===== src/rtl/eeprom_ctrl.sv =====
// Sequencing controller for a 16x16 EEPROM array: runs erase/write strobe
// windows, reads the word back, and reports data plus a verify-error flag.
module eeprom_ctrl #(
    parameter int ERASE_CYCLES = 4,
    parameter int WRITE_CYCLES = 4
) (
    input  logic        clk,
    input  logic        rst,
    input  logic        cmd_valid,
    output logic        cmd_ready,
    input  logic [1:0]  cmd_op,
    input  logic [3:0]  cmd_addr,
    input  logic [15:0] cmd_wdata,
    output logic        rsp_valid,
    input  logic        rsp_ready,
    output logic [15:0] rsp_rdata,
    output logic        rsp_err,
    output logic [7:0]  err_count,
    output logic [3:0]  mem_addr,
    output logic        mem_we,
    output logic        mem_erase,
    output logic [15:0] mem_data_in,
    input  logic [15:0] mem_data_out
);

    typedef enum logic [2:0] {IDLE, ERASE, WRITE, READ, VERIFY, RESP} state_t;

    localparam logic [1:0] OP_READ  = 2'b00;
    localparam logic [1:0] OP_WRITE = 2'b01;
    localparam logic [1:0] OP_ERASE = 2'b10;
    localparam logic [1:0] OP_PROG  = 2'b11;

    // Counters are loaded with N-1 so each strobe window is exactly N cycles.
    localparam logic [3:0] E_LOAD = 4'(ERASE_CYCLES - 1);
    localparam logic [3:0] W_LOAD = 4'(WRITE_CYCLES - 1);

    state_t      state, state_nx;
    logic [1:0]  op;
    logic [15:0] expected;
    logic [3:0]  cnt;
    logic        accept;
    logic        mismatch;

    assign cmd_ready = (state == IDLE);
    assign rsp_valid = (state == RESP);
    assign mem_we    = (state == WRITE);
    assign mem_erase = (state == ERASE);
    assign accept    = cmd_valid & cmd_ready;
    assign mismatch  = (mem_data_out != expected);

    always_comb begin
        state_nx = state;
        case (state)
            IDLE: begin
                if (accept) begin
                    case (cmd_op)
                        OP_READ:  state_nx = READ;
                        OP_WRITE: state_nx = WRITE;
                        default:  state_nx = ERASE;
                    endcase
                end
            end
            ERASE:   if (cnt == 4'd0) state_nx = (op == OP_PROG) ? WRITE : VERIFY;
            WRITE:   if (cnt == 4'd0) state_nx = VERIFY;
            READ:    state_nx = RESP;
            VERIFY:  state_nx = RESP;
            RESP:    if (rsp_ready) state_nx = IDLE;
            default: state_nx = IDLE;
        endcase
    end

    always_ff @(posedge clk) begin
        if (rst) begin
            state       <= IDLE;
            op          <= OP_READ;
            expected    <= '0;
            cnt         <= '0;
            mem_addr    <= '0;
            mem_data_in <= '0;
            rsp_rdata   <= '0;
            rsp_err     <= 1'b0;
            err_count   <= '0;
        end else begin
            state <= state_nx;
            case (state)
                IDLE: begin
                    if (accept) begin
                        op          <= cmd_op;
                        mem_addr    <= cmd_addr;
                        mem_data_in <= cmd_wdata;
                        expected    <= (cmd_op == OP_ERASE) ? 16'h0000 : cmd_wdata;
                        cnt         <= (cmd_op == OP_WRITE) ? W_LOAD : E_LOAD;
                    end
                end
                ERASE:  cnt <= (cnt == 4'd0) ? W_LOAD : cnt - 4'd1;
                WRITE:  if (cnt != 4'd0) cnt <= cnt - 4'd1;
                READ: begin
                    rsp_rdata <= mem_data_out;
                    rsp_err   <= 1'b0;
                end
                VERIFY: begin
                    rsp_rdata <= mem_data_out;
                    rsp_err   <= mismatch;
                    if (mismatch && err_count != 8'hFF) err_count <= err_count + 8'd1;
                end
                default: ;
            endcase
        end
    end

endmodule


===== config.mk =====
export PLATFORM = sky130hd
export DESIGN_NAME = eeprom_ctrl
export DESIGN_NICKNAME = d
export VERILOG_FILES = /design/src/rtl/eeprom_ctrl.sv
export SDC_FILE = /design/constraint.sdc
export NUM_CORES = 1
export LEC_CHECK = 0
export CAP_MARGIN = 20
export CELL_PAD_IN_SITES_DETAIL_PLACEMENT = 1
export CELL_PAD_IN_SITES_GLOBAL_PLACEMENT = 1
export CORE_MARGIN = 10
export CORE_UTILIZATION = 35
export CTS_BUF_LIST = sky130_fd_sc_hd__clkbuf_8
export CTS_CLUSTER_SIZE = 10
export DETAILED_ROUTE_END_ITERATION = 10
export GPL_TIMING_DRIVEN = 0
export HOLD_SLACK_MARGIN = 0.12
export PLACE_DENSITY_LB_ADDON = 0.1
export SLEW_MARGIN = 20
export SYNTH_ARGS = -nofsm -noshare
export SYNTH_HDL_FRONTEND = slang
export SYNTH_SLANG_ARGS = --single-unit

===== constraint.sdc =====
create_clock -name clk -period 1.8 [get_ports clk]
set_input_delay 0.36 -clock clk [delete_from_list [all_inputs] [get_ports clk]]
set_output_delay 0.36 -clock clk [all_outputs]
set_load 0.02 [all_outputs]

==> results.txt <==
- In this run the core area contains 33 standard-cell rows.
- Ports: 91
- The number of hold buffers added after CTS was 0.
- The number of antenna diodes in the final layout is 0.
- The first routing iteration left 67 violations.
- Yosys attributes the largest share of cell area to sky130_fd_sc_hd__dfxtp_1 46%, sky130_fd_sc_hd__nand2_1 12%, sky130_fd_sc_hd__a21oi_1 10%, sky130_fd_sc_hd__xnor2_1 4.6%, sky130_fd_sc_hd__nand3_1 3.3%.
* DRC errors left: 0
- Routed Wire Length: 9980 µm
- In this run the remaining antenna-violating nets after routing total 0.
- Num Clock Sinks: 70
* Drt pass-1 iters: 4
* Number of endpoints with negative hold slack in the final report: 0
- The Yosys step of the flow raised 0 warnings.
* Capturing element type of the critical path: flop
* Clock tree buffer depth: 2
* Top fanout value on the critical path: 6
- The via count of the first global-routing pass was 3203.
* Core ar.: 0.00834 mm²
* Kind of launch point of the worst setup path: input port
* TritonCTS buffer count: 9
* Yosys top cell area share: 46.1%
- Clock skew: 0.00866 ns
- Most used DFF post-synth: sky130_fd_sc_hd__dfxtp_1
- Netlist Area Pre-Place: 0.00304 mm²
- Relative to the synthesized area, the layout overhead comes to 46.7%.
- Final Critical Period: 1.73 ns
* VDD IR-drop max: 0.498 mV
* Cell Int Power: 0.00373 W
* Critical path arrival: 1.97 ns
* CTS tree: done
- Max_cap viols: 0
* Gate power share: 40.4%
* Power share of the sequential group: 35.5%
- For the worst-skew pair, the clock arrives at the later sink with an insertion delay of 0.34 ns.
* Switching component of the power: 0.00216 W
* Setup TNS: 0 ns
- The largest total area in the synthesized netlist belongs to sky130_fd_sc_hd__dfxtp_1.
* Req. time, crit path: 2.03 ns
- Yosys cell types: 39
- Setup violations remaining at the end of the flow were counted as 0.
* Final Util: 53.5%
- Global routing used 15.5% of the available tracks.
- The worst register-to-register path has a setup slack of 0.09 ns.
- Entering global routing, the biggest net connects 13 pins.
- The synthesized netlist devotes 14.5% of its cell area to compound gates.
* Total count of max-transition violations in the final report: 0
* Most common cell in the netlist: sky130_fd_sc_hd__nand2_1
- Derived from the worst setup path, the maximum achievable clock frequency is 577 MHz.
- Clock power frac: 24.1%
* Clock H-tree levels: 3
- Routability-driven placement finished with a final weighted congestion of 0.745.
- Wire length of the first global-routing pass: 16300 µm
- The design draws 0.00589 W.
- In this run the vertical extent of the chip is 113 µm.
- After Yosys synthesis, and, or, nand and nor cells account for 27.8% of the synthesized area.
- The synthesized netlist devotes 4.61% of its cell area to XOR and XNOR gates.
* Sequential share of the synthesized area: 46.1%
- Sorting the synthesized cells by how often they occur yields 100 x sky130_fd_sc_hd__nand2_1, 70 x sky130_fd_sc_hd__dfxtp_1, 61 x sky130_fd_sc_hd__a21oi_1.
* Adder-cell share of the synthesized area: 1.23%
- Critical path start-end classification: input port to flop
* Max_slew headroom: 67.4%
* HPWL Detailed: 7710 µm
* GRT Residual Overflow: 0
- After synthesis the netlist holds a flip-flop and latch count of 70.
* Number of enable flip-flop cells after synthesis: 0
- Synthesized instance count: 378
* Count of vias placed by the detailed router: 2961
- Async set or reset register ratio after synthesis: 0%
* Run status: finished clean
* Worst min path class: input port to flop
- Largest family of logic cells by synthesized area: simple AND/OR/NAND/NOR gates
* Slew @ Worst Pin: 0.489 ns
* Hold slack final: 0.339 ns
- The number of antenna violations at the first check in global routing is 0.
* Clock tree root buffer cell: sky130_fd_sc_hd__clkbuf_8
- Number of nets in the final layout: 529
* Port Buf Inserts: 90
* Static power due to leakage: 1.71 nW
* Starting utilization of the core area: 36.5%
- After layout, the worst path uses 96.3% of the clock period.
- Measured along the x axis, the die boundary spans 113 µm.
* Switching power share of the total: 36.7%
* Per-cell routed wire length: 16.8 µm
- Clock slew seen by the registers of the worst setup and hold paths: 0.08 ns
* Mux share of post-synthesis cell area: 1.81%
- Dividing the detail-routed via count by the number of cells gives 4.98.
- Post-synth net total: 423
- Die Footprint: 0.0128 mm²
- Each instance of the synthesized netlist takes up on average 8.04 µm².
* Power density cells: 1320 mW/mm²
- Cells with a size suffix above 1 make up 13.9% of the layout.
-- layout make-up --
cell class	instances	area, µm²
fill	1012	3880
buffer	23	130
sequential	70	1410
inverter	3	11.3
clock buffer	10	138
tap	105	131
timing repair buffer	96	955
multi-input combinational	281	1600
clock inverter	6	85.1
-- path summary, 6_finish.rpt --
check / from / cells past startpoint / to
hold reg to reg: rsp_rdata[9] / 2 / rsp_rdata[9]
setup / recovery: mem_data_out[14] / 7 / err_count[0]
hold / removal: mem_data_out[13] / 3 / rsp_rdata[13]
setup reg to reg: expected[6] / 6 / err_count[0]
-- placed cells by master (no fill, tap or decap), types with 10 or more instances in the layout --
| cell | count |
|---|---|
| sky130_fd_sc_hd__nand3_1 | 20 |
| sky130_fd_sc_hd__a21oi_1 | 61 |
| sky130_fd_sc_hd__clkdlybuf4s50_1 | 68 |
| sky130_fd_sc_hd__clkbuf_8 | 10 |
| sky130_fd_sc_hd__xnor2_1 | 13 |
| sky130_fd_sc_hd__nand2_1 | 100 |
| sky130_fd_sc_hd__dfxtp_1 | 68 |
| sky130_fd_sc_hd__nor2_1 | 11 |
-- metrics by stage --
step / std cells / setup slack (ns) / cell area [µm²]
after floorplan: 378 / 0.224 / 3050
after global placement: 573 / -0.631 / 4080
after detailed placement: 573 / -0.669 / 4080
after CTS: 592 / -0.000831 / 4370
after global routing: 594 / -0.00506 / 4460
final: 594 / 0.0669 / 4460
-- per-layer routing --
| metal | GRT usage [%] | vias to the layer above | wire [µm] | share of wire [%] |
|---|---|---|---|---|
| met3 | 7.18 | 7 | 955 | 9.6 |
| met5 | 0 | - | 0 | 0 |
| li1 | - | 1498 | - | - |
| met2 | 24.6 | 72 | 4460 | 45 |
| met4 | 3.72 | 0 | 74 | 0.74 |
| met1 | 18.7 | 1384 | 4490 | 45 |
-- worst max-delay path, cell delays in order --
cell and delay, ns:
sky130_fd_sc_hd__clkdlybuf4s50_1 0.51, sky130_fd_sc_hd__xnor2_1 0.13, sky130_fd_sc_hd__nand4_1 0.17, sky130_fd_sc_hd__nor4_4 0.29
sky130_fd_sc_hd__buf_6 0.18, sky130_fd_sc_hd__nor2_1 0.07, sky130_fd_sc_hd__mux2_2 0.26
-- sequential cells by signal, indices dropped and copies added (netlist names) --
register / flops
mem_data_in: 16
err_count: 8
expected: 16
mem_addr: 4
cnt: 4
rsp_rdata: 16
rsp_err: 1
state: 3
op: 2
-- cell families after synthesis --
logic type / count (synthesis)
compound gates: 80
xor+xnor: 16
fa+ha+maj: 3
buf+inv: 27
flops: 70
mux: 5
simple gates: 177
-- power groups by stage --
stage	combinational [W]	sequential, W	clock (W)
3_3_place_gp	0.00222	0.00209	0
6_report	0.00238	0.00209	0.00142
3_5_place_dp	0.00227	0.00210	0
4_1_cts	0.00231	0.00207	0.00147
5_1_grt	0.00264	0.00214	0.00154
2_1_floorplan	0.00116	0.00229	0
-- repair_timing --
action	in CTS	in global routing
gates resized for setup	38	31
pin swaps	7	10
buffers inserted	3	3
setup endpoints to repair	62	53
Power figures use the tool's default switching activity.
